File: src/rtl/mem_arbiter.sv
// Two-requester round-robin arbiter for a shared memory line port (I-cache = 0, D-cache = 1).
// One transaction is granted at a time; each grant ends on completion, abort or timeout.
module mem_arbiter #(
    parameter int ADDR_WIDTH = 28,
    parameter int LINE_WIDTH = 256,
    parameter int TIMEOUT    = 255
) (
    input  logic                  clk,
    input  logic                  rst_n,

    input  logic                  rq0_valid,
    input  logic [ADDR_WIDTH-1:0] rq0_addr,
    input  logic [LINE_WIDTH-1:0] rq0_wr,
    input  logic                  rq0_rw,
    output logic [LINE_WIDTH-1:0] rq0_rd,
    output logic                  rq0_ready,

    input  logic                  rq1_valid,
    input  logic [ADDR_WIDTH-1:0] rq1_addr,
    input  logic [LINE_WIDTH-1:0] rq1_wr,
    input  logic                  rq1_rw,
    output logic [LINE_WIDTH-1:0] rq1_rd,
    output logic                  rq1_ready,

    output logic [ADDR_WIDTH-1:0] mem_addr,
    output logic [LINE_WIDTH-1:0] mem_wr,
    output logic                  mem_rw,
    output logic                  mem_valid,
    input  logic [LINE_WIDTH-1:0] mem_rd,
    input  logic                  mem_ready,

    output logic                  err_timeout
);

    localparam logic [7:0] TIMEOUT_CNT = 8'(TIMEOUT);

    typedef enum logic [1:0] {
        IDLE  = 2'd0,
        BUSY0 = 2'd1,
        BUSY1 = 2'd2
    } state_t;

    state_t          r_state;
    state_t          w_next_state;
    logic            r_last_grant;
    logic            w_next_last_grant;
    logic [7:0]      r_cnt;
    logic [7:0]      w_next_cnt;

    // Currently granted requester's signals, valid only in a BUSY state
    logic                  w_sel;
    logic                  w_sel_valid;
    logic [ADDR_WIDTH-1:0] w_sel_addr;
    logic [LINE_WIDTH-1:0] w_sel_wr;
    logic                  w_sel_rw;

    assign w_sel       = (r_state == BUSY1);
    assign w_sel_valid = w_sel ? rq1_valid : rq0_valid;
    assign w_sel_addr  = w_sel ? rq1_addr  : rq0_addr;
    assign w_sel_wr    = w_sel ? rq1_wr    : rq0_wr;
    assign w_sel_rw    = w_sel ? rq1_rw    : rq0_rw;

    always_ff @(posedge clk or negedge rst_n) begin
        if (!rst_n) begin
            r_state      <= IDLE;
            r_last_grant <= 1'b1;
            r_cnt        <= 8'd0;
        end else begin
            r_state      <= w_next_state;
            r_last_grant <= w_next_last_grant;
            r_cnt        <= w_next_cnt;
        end
    end

    always_comb begin
        w_next_state      = r_state;
        w_next_last_grant = r_last_grant;
        w_next_cnt        = r_cnt;
        mem_addr          = '0;
        mem_wr            = '0;
        mem_rw            = 1'b0;
        mem_valid         = 1'b0;
        rq0_ready         = 1'b0;
        rq0_rd            = '0;
        rq1_ready         = 1'b0;
        rq1_rd            = '0;
        err_timeout       = 1'b0;

        case (r_state)
            IDLE: begin
                w_next_cnt = 8'd0;
                // On contention the requester not served last wins
                if (rq0_valid && rq1_valid) begin
                    w_next_state = r_last_grant ? BUSY0 : BUSY1;
                end else if (rq0_valid) begin
                    w_next_state = BUSY0;
                end else if (rq1_valid) begin
                    w_next_state = BUSY1;
                end
            end

            BUSY0, BUSY1: begin
                mem_addr  = w_sel_addr;
                mem_wr    = w_sel_wr;
                mem_rw    = w_sel_rw;
                mem_valid = w_sel_valid;
                if (!w_sel_valid) begin
                    w_next_state      = IDLE;
                    w_next_last_grant = w_sel;
                end else if (mem_ready) begin
                    // Completion takes priority over a coincident timeout
                    if (w_sel) begin
                        rq1_ready = 1'b1;
                        rq1_rd    = mem_rd;
                    end else begin
                        rq0_ready = 1'b1;
                        rq0_rd    = mem_rd;
                    end
                    w_next_state      = IDLE;
                    w_next_last_grant = w_sel;
                end else if (r_cnt == TIMEOUT_CNT) begin
                    err_timeout       = 1'b1;
                    w_next_state      = IDLE;
                    w_next_last_grant = w_sel;
                end else if (r_cnt != 8'hFF) begin
                    w_next_cnt = r_cnt + 8'd1;
                end
            end

            default: begin
                w_next_state = IDLE;
            end
        endcase
    end

endmodule

File: config.mk
export PLATFORM = sky130hd
export DESIGN_NAME = mem_arbiter
export DESIGN_NICKNAME = d
export VERILOG_FILES = /design/src/rtl/mem_arbiter.sv
export SDC_FILE = /design/constraint.sdc
export NUM_CORES = 1
export LEC_CHECK = 0
export BUFFER_PORTS_ARGS = -buffer_cell sky130_fd_sc_hd__buf_2
export CORE_AREA = 10 10 634 636
export CTS_BUF_LIST = sky130_fd_sc_hd__clkbuf_4 sky130_fd_sc_hd__clkbuf_8 sky130_fd_sc_hd__clkbuf_16
export DETAILED_ROUTE_END_ITERATION = 6
export DIE_AREA = 0 0 644 646
export GPL_TIMING_DRIVEN = 1
export SLEW_MARGIN = 20
export SYNTH_ARGS = -nofsm -noshare
export SYNTH_HDL_FRONTEND = slang
export SYNTH_SLANG_ARGS = --single-unit
export TNS_END_PERCENT = 50
File: constraint.sdc
create_clock -name clk -period 2.4 [get_ports clk]
set_clock_uncertainty 0.2 [all_clocks]
set_input_delay 0.24 -clock clk [delete_from_list [all_inputs] [get_ports clk]]
set_output_delay 0.24 -clock clk [all_outputs]
set_load 0.1 [all_outputs]
-- After elaboration in Yosys (flattened, before gate mapping)
Index checks and enable logic that the tools add are counted.
- register bits after elaboration: 11
- input port bits: 831
- output and inout port bits: 801
- add/sub/neg operators: 1
- equal/unequal tests: 11
- muxes and demuxes: 44
- reduce and logical (&&, ||, !) cells: 7
- operator list (operator ; number):
    $mux 256 ; 10
    $mux 28 ; 2
    $mux 8 ; 4
    $mux 1 ; 19
    $pmux 8 s2 ; 1
    $mux 2 ; 7
    $add 8x1->8 const B ; 1
    $eq 8x8->1 const B ; 1
    $ne 2x2->1 const B ; 4
    $ne 4x4->1 const B ; 2
    $ne 8x8->1 const B ; 1
    $reduce_and 5->1 ; 1
    $pmux 2 s2 ; 1
    $reduce_and 2->1 ; 2
    $ne 3x2->1 const B ; 1
    $eq 2x1->1 const B ; 1
    $eq 2x2->1 const B ; 1
    $logic_not 2->1 ; 1
    $reduce_bool 2->1 ; 1
    $reduce_or 2->1 ; 1
    $logic_and 1x1->1 ; 1

-- Depth between registers and ports, before layout
- depth in word-level cells: 6
- depth in mapped cells: 8
- gate-level depth less buffers: 6

-- Worst setup path before layout
OpenSTA, ideal clock, no wires.
- kind: flip-flop to output port
- start point: register r_state[0]
- end point: output port rq0_rd[246]
- arrival: 2881 ps
- required time: 1960 ps
- setup slack: -921 ps
- cell stages (with the launch flop): 7
- path buffers: 2
- cells stage by stage: dfrtp_1 > inv_1 > ha_1 > and4b_1 > clkbuf_1 > clkbuf_1 > and2_1
- word-level cells in the longest chain between the ends: 5
- elaborated cells on any way between the ends: 8
- those cells by class: 2 x eq/ne; 5 x mux; 1 x reduce/logical
- ends and longest elaborated chain (what ; line ; RTL):
    from (decl) ; 43 ; state_t r_state;
    from (signal assigned) ; 69 ; r_state <= w_next_state;
    $eq 2x2->1 ; 57, 89 ;
    $mux 256 ; 112 ; if (w_sel) begin
    $mux 256 ; 110 ; end else if (mem_ready) begin
    $mux 256 ; 107 ; if (!w_sel_valid) begin
    $mux 256 * ; 89 ; case (r_state)
    to (decl) ; 15 ; output logic [LINE_WIDTH-1:0] rq0_rd,
Mark *: on every way between the ends. The rest lies on a longest branch, timed or not.

-- Worst setup path in the final report
- start point: register r_state[1]
- end point: output port rq0_rd[214]
The elaborated chain is that of the path after synthesis.

==> report_table.html <==
<table>
<tr><th>Metric</th><th>Value</th></tr>
<tr><th colspan="2">Critical path</th></tr>
<tr><td>Startpoint type of the worst setup path</td><td>flop</td></tr>
<tr><td>Path type of the worst setup path</td><td>flop to primary output</td></tr>
<tr><td>Critical path capture point type</td><td>primary output</td></tr>
<tr><td>Worst-path fanout max</td><td>11</td></tr>
<tr><td>Data required time at the worst endpoint</td><td>1.96 ns</td></tr>
<tr><td>Arrival time reported for the critical path endpoint</td><td>around 2.4 ns</td></tr>
<tr><th colspan="2">Routing</th></tr>
<tr><td>Wire length per cell</td><td>approximately 46 um</td></tr>
<tr><td>DRC violations left</td><td>0</td></tr>
<tr><td>Routed via count divided by cell count</td><td>around 2.4</td></tr>
<tr><td>Initial DRC Count</td><td>1,373</td></tr>
<tr><td>Vias after detailed routing</td><td>approximately 21,000</td></tr>
<tr><td>Number of nets with antenna violations after routing</td><td>0</td></tr>
<tr><td>TritonRoute pass-1 iters</td><td>5</td></tr>
<tr><td>Wire length after detailed routing</td><td>389 mm</td></tr>
<tr><th colspan="2">Global route</th></tr>
<tr><td>Pin count of the biggest net entering global routing</td><td>98</td></tr>
<tr><td>Vias in the first global route</td><td>19,800</td></tr>
<tr><td>Number of antenna violations at the first check in global routing</td><td>425</td></tr>
<tr><td>Global-route wire length before repair</td><td>428 mm</td></tr>
<tr><td>Global-route congestion overflow total</td><td>0</td></tr>
<tr><td>Global router's overall resource usage</td><td>0.174</td></tr>
<tr><th colspan="2">Floorplan</th></tr>
<tr><td>Count of pins on the block boundary</td><td>1,632</td></tr>
<tr><td>Std-Cell Core Area</td><td>389,000 um^2</td></tr>
<tr><td>Core Rows</td><td>229</td></tr>
<tr><td>Floorplan die width</td><td>about 640 um</td></tr>
<tr><td>DIE AREA</td><td>416,000 um^2</td></tr>
<tr><td>Die Y</td><td>646 um</td></tr>
<tr><td>Initial core utilization</td><td>0.0233</td></tr>
<tr><th colspan="2">Timing</th></tr>
<tr><td>Unrepaired setup endpoints after global routing</td><td>true</td></tr>
<tr><td>Final number of max-transition violations</td><td>0</td></tr>
<tr><td>Hold Violations, Final</td><td>0</td></tr>
<tr><td>Finish-stage setup viols</td><td>800</td></tr>
<tr><td>Transition time of the tightest slew-check pin</td><td>0.720 ns</td></tr>
<tr><td>Slack of the critical path</td><td>-0.421 ns</td></tr>
<tr><td>Fin crit period</td><td>roughly 2.8 ns</td></tr>
<tr><td>Period utilisation layout</td><td>1.18</td></tr>
<tr><td>FMAX</td><td>0.355 GHz</td></tr>
<tr><td>Slew margin rel.</td><td>0.520</td></tr>
<tr><th colspan="2">Synth</th></tr>
<tr><td>Post-synthesis cell count</td><td>roughly 1,300</td></tr>
<tr><td>Leading post-synthesis cells by cell area</td><td>and2_1, mux2i_1, nor2b_1, clkbuf_1, dfrtp_1</td></tr>
<tr><td>Number of nets in the synthesized netlist</td><td>2,118</td></tr>
<tr><td>Synth Area per Inst</td><td>around 7.1 um^2</td></tr>
<tr><td>Sequential fraction of the synthesis area</td><td>0.0305</td></tr>
<tr><td>Mapped cell area</td><td>9060 um^2</td></tr>
<tr><td>Proportion of netlist area held by the largest area contributor</td><td>0.355</td></tr>
<tr><td>Synth unique cells</td><td>37</td></tr>
<tr><td>Count of state elements after synthesis</td><td>11</td></tr>
<tr><td>Number of warnings reported in the yosys synthesis log</td><td>0</td></tr>
<tr><td>Post-synth top area cell</td><td>and2_1</td></tr>
<tr><th colspan="2">Clock network</th></tr>
<tr><td>TritonCTS buffer count</td><td>3</td></tr>
<tr><td>Clock Pin Slew Worst Setup and Hold Paths</td><td>0.04 ns</td></tr>
<tr><td>Clock tree buffer depth</td><td>2</td></tr>
<tr><td>Clock net sink count</td><td>11</td></tr>
<tr><td>H-tree depth</td><td>1</td></tr>
<tr><td>Source-to-sink clock delay at the later pin of the worst-skew pair</td><td>0.24 ns</td></tr>
<tr><td>CTS root buf</td><td>clkbuf_16</td></tr>
<tr><td>Clock tree from TritonCTS</td><td>done</td></tr>
<tr><th colspan="2">Finish</th></tr>
<tr><td>Finished Layout Cells</td><td>roughly 8,500</td></tr>
<tr><td>Net count, final</td><td>3,898</td></tr>
<tr><td>Fraction of layout instances using a drive strength above 1</td><td>0.852</td></tr>
<tr><td>Final core occ</td><td>0.112</td></tr>
<tr><td>Area overhead of the layout relative to synthesis</td><td>382%</td></tr>
<tr><th colspan="2">Flow run</th></tr>
<tr><td>Total of max-cap violations</td><td>0</td></tr>
<tr><th colspan="2">Min path</th></tr>
<tr><td>Path class of the lowest-slack min-delay path</td><td>input port to flop</td></tr>
<tr><th colspan="2">Pwr</th></tr>
<tr><td>Total power density per cell area</td><td>around 1800 nW/um^2</td></tr>
<tr><td>Lkg Pwr</td><td>between 15 and 20 nW</td></tr>
<tr><td>Max IR drop VDD</td><td>1.52 mV</td></tr>
<tr><th colspan="2">Placed design</th></tr>
<tr><td>Half-perimeter wire length after placement</td><td>361 mm</td></tr>
<tr><td>Number of cells in the design after placement</td><td>8,148</td></tr>
<tr><td>Number of buffers added on ports</td><td>~1,600</td></tr>
<tr><td>Final GP Congestion</td><td>1.19</td></tr>
<tr><th colspan="2">Outcome</th></tr>
<tr><td>Failing checks</td><td>negative setup slack</td></tr>
<tr><td>Outcome</td><td>finished, violations left</td></tr>
</table>
through the flow:
stage,cell area [um^2],TNS (ns),power [mW],hold slack (ns),worst slack (ns)
floorplan,11100,-81.90,39.9,-0.256,-0.248
global placement,39200,-100.78,72.5,-0.0460,-0.735
finish,43700,-224.34,77.9,0.167,-0.421
detailed placement,39200,-83.64,72.5,-0.0428,-0.499
global route,43400,-268.48,79.4,0.215,-0.431
CTS,41400,-217.63,76.9,0.176,-0.387
Yosys cell counts:
cell      instances
and2_1          514
mux2i_1         287
nor2b_1         286
clkbuf_1         80
buf_2            39
dfrtp_1          10
inv_1             7
nand2_1           7
nand3_1           6
o21ai_0           5
nor2_1            4
clkbuf_2          3
ha_1              3
o211ai_1          3
o221ai_1          3
or4_1             3
a21oi_1           2
a22oi_1           2
nand2b_1          2
a41oi_1           1
and3_1            1
and4_1            1
and4b_1           1
buf_1             1
buf_4             1
dfstp_2           1
mux2_2            1
mux2_4            1
nand2_2           1
nand3b_1          1
nand4_1           1
nor3_1            1
nor4_1            1
o22ai_1           1
o31ai_1           1
or2_2             1
or3_1             1
kinds of logic after synthesis:
kind of cell,after synthesis,share of synthesized area
AOI/OAI and AO/OA,18,0.0134
adders and majority gates,3,0.00414
DFF,11,0.0305
buffers and inverters,131,0.0605
and+or+nand+nor,832,0.572
muxes,289,0.320
flip-flops by register name (all words and copies together) (netlist names):
register,flops
r_state,2
r_cnt,8
r_last_grant,1
worst max-delay path: stages, from the launching register on:
cell and delay (ns):
dfrtp_1 0.43, inv_2 0.08, ha_4 0.29, and4b_4 0.29, buf_16 0.15, buf_16 0.19, clkbuf_16 0.25, and2_4 0.20
buf_12 0.17
report_power, final:
group          leakage, nW  total (mW)  switching, mW  internal (mW)
clock               0.0433       0.324         0.0886          0.235
combinational         16.7        77.3           48.9           28.4
sequential           0.147       0.269         0.0400          0.229
metal layers:
layer,part of all wire,global-route usage
met5,0.0031,0
met1,0.31,0.157
met4,0.039,0.0465
met2,0.56,0.354
met3,0.088,0.0675
placed cells by master, fill, tap and decap left out, types with 16 or more instances in the layout:
| cell | netlist | routed |
|---|---|---|
| buf_12 | 0 | 852 |
| buf_2 | 39 | 830 |
| diode_2 | 0 | 270 |
| and2_4 | 0 | 254 |
| nor2b_4 | 0 | 243 |
| mux2i_1 | 287 | 204 |
| and2_1 | 514 | 187 |
| buf_4 | 1 | 100 |
| and2_2 | 0 | 73 |
| mux2i_4 | 0 | 54 |
| buf_16 | 0 | 44 |
| nor2b_2 | 0 | 42 |
| buf_6 | 0 | 31 |
| mux2i_2 | 0 | 29 |
| clkbuf_16 | 0 | 25 |
| buf_8 | 0 | 16 |
final cells by class:
class | count | area [um^2]
diodes | 270 | 676
clock buffers | 4 | 82.6
flip-flops and latches | 11 | 277
well taps | 5197 | 6500
multi-input cells | 1142 | 11700
fillers | 44500 | 345000
inverters | 7 | 26.3
repair buffers | 1899 | 24400
path summary, 6_finish.rpt:
path | cells after the start | from | to | slack [ns]
min reg2reg | 1 | r_cnt[2]$_DFFE_PN0P_ | r_cnt[2]$_DFFE_PN0P_ | 0.33
max in group asynchronous | 2 | rst_n | r_last_grant$_DFFE_PN1P_ | 1.24
max reg2reg | 9 | r_state[0]$_DFFE_PN0P_ | r_cnt[5]$_DFFE_PN0P_ | -0.02
min in group asynchronous | 2 | rst_n | r_cnt[5]$_DFFE_PN0P_ | 0.47
max | 8 | r_state[1]$_DFFE_PN0P_ | rq0_rd[214] | -0.42
min | 3 | rq0_valid | r_state[0]$_DFFE_PN0P_ | 0.17
repair_timing:
item                                    CTS  global route
buffers inserted                         36            28
pin swaps                                25            21
gates resized for setup                 263           266
hold buffers                              1             0
hold endpoints to repair                 11             0
gates cloned                             24            27
endpoints found under the setup margin  806           808
Note: power is estimated with default switching activity, not from simulation.
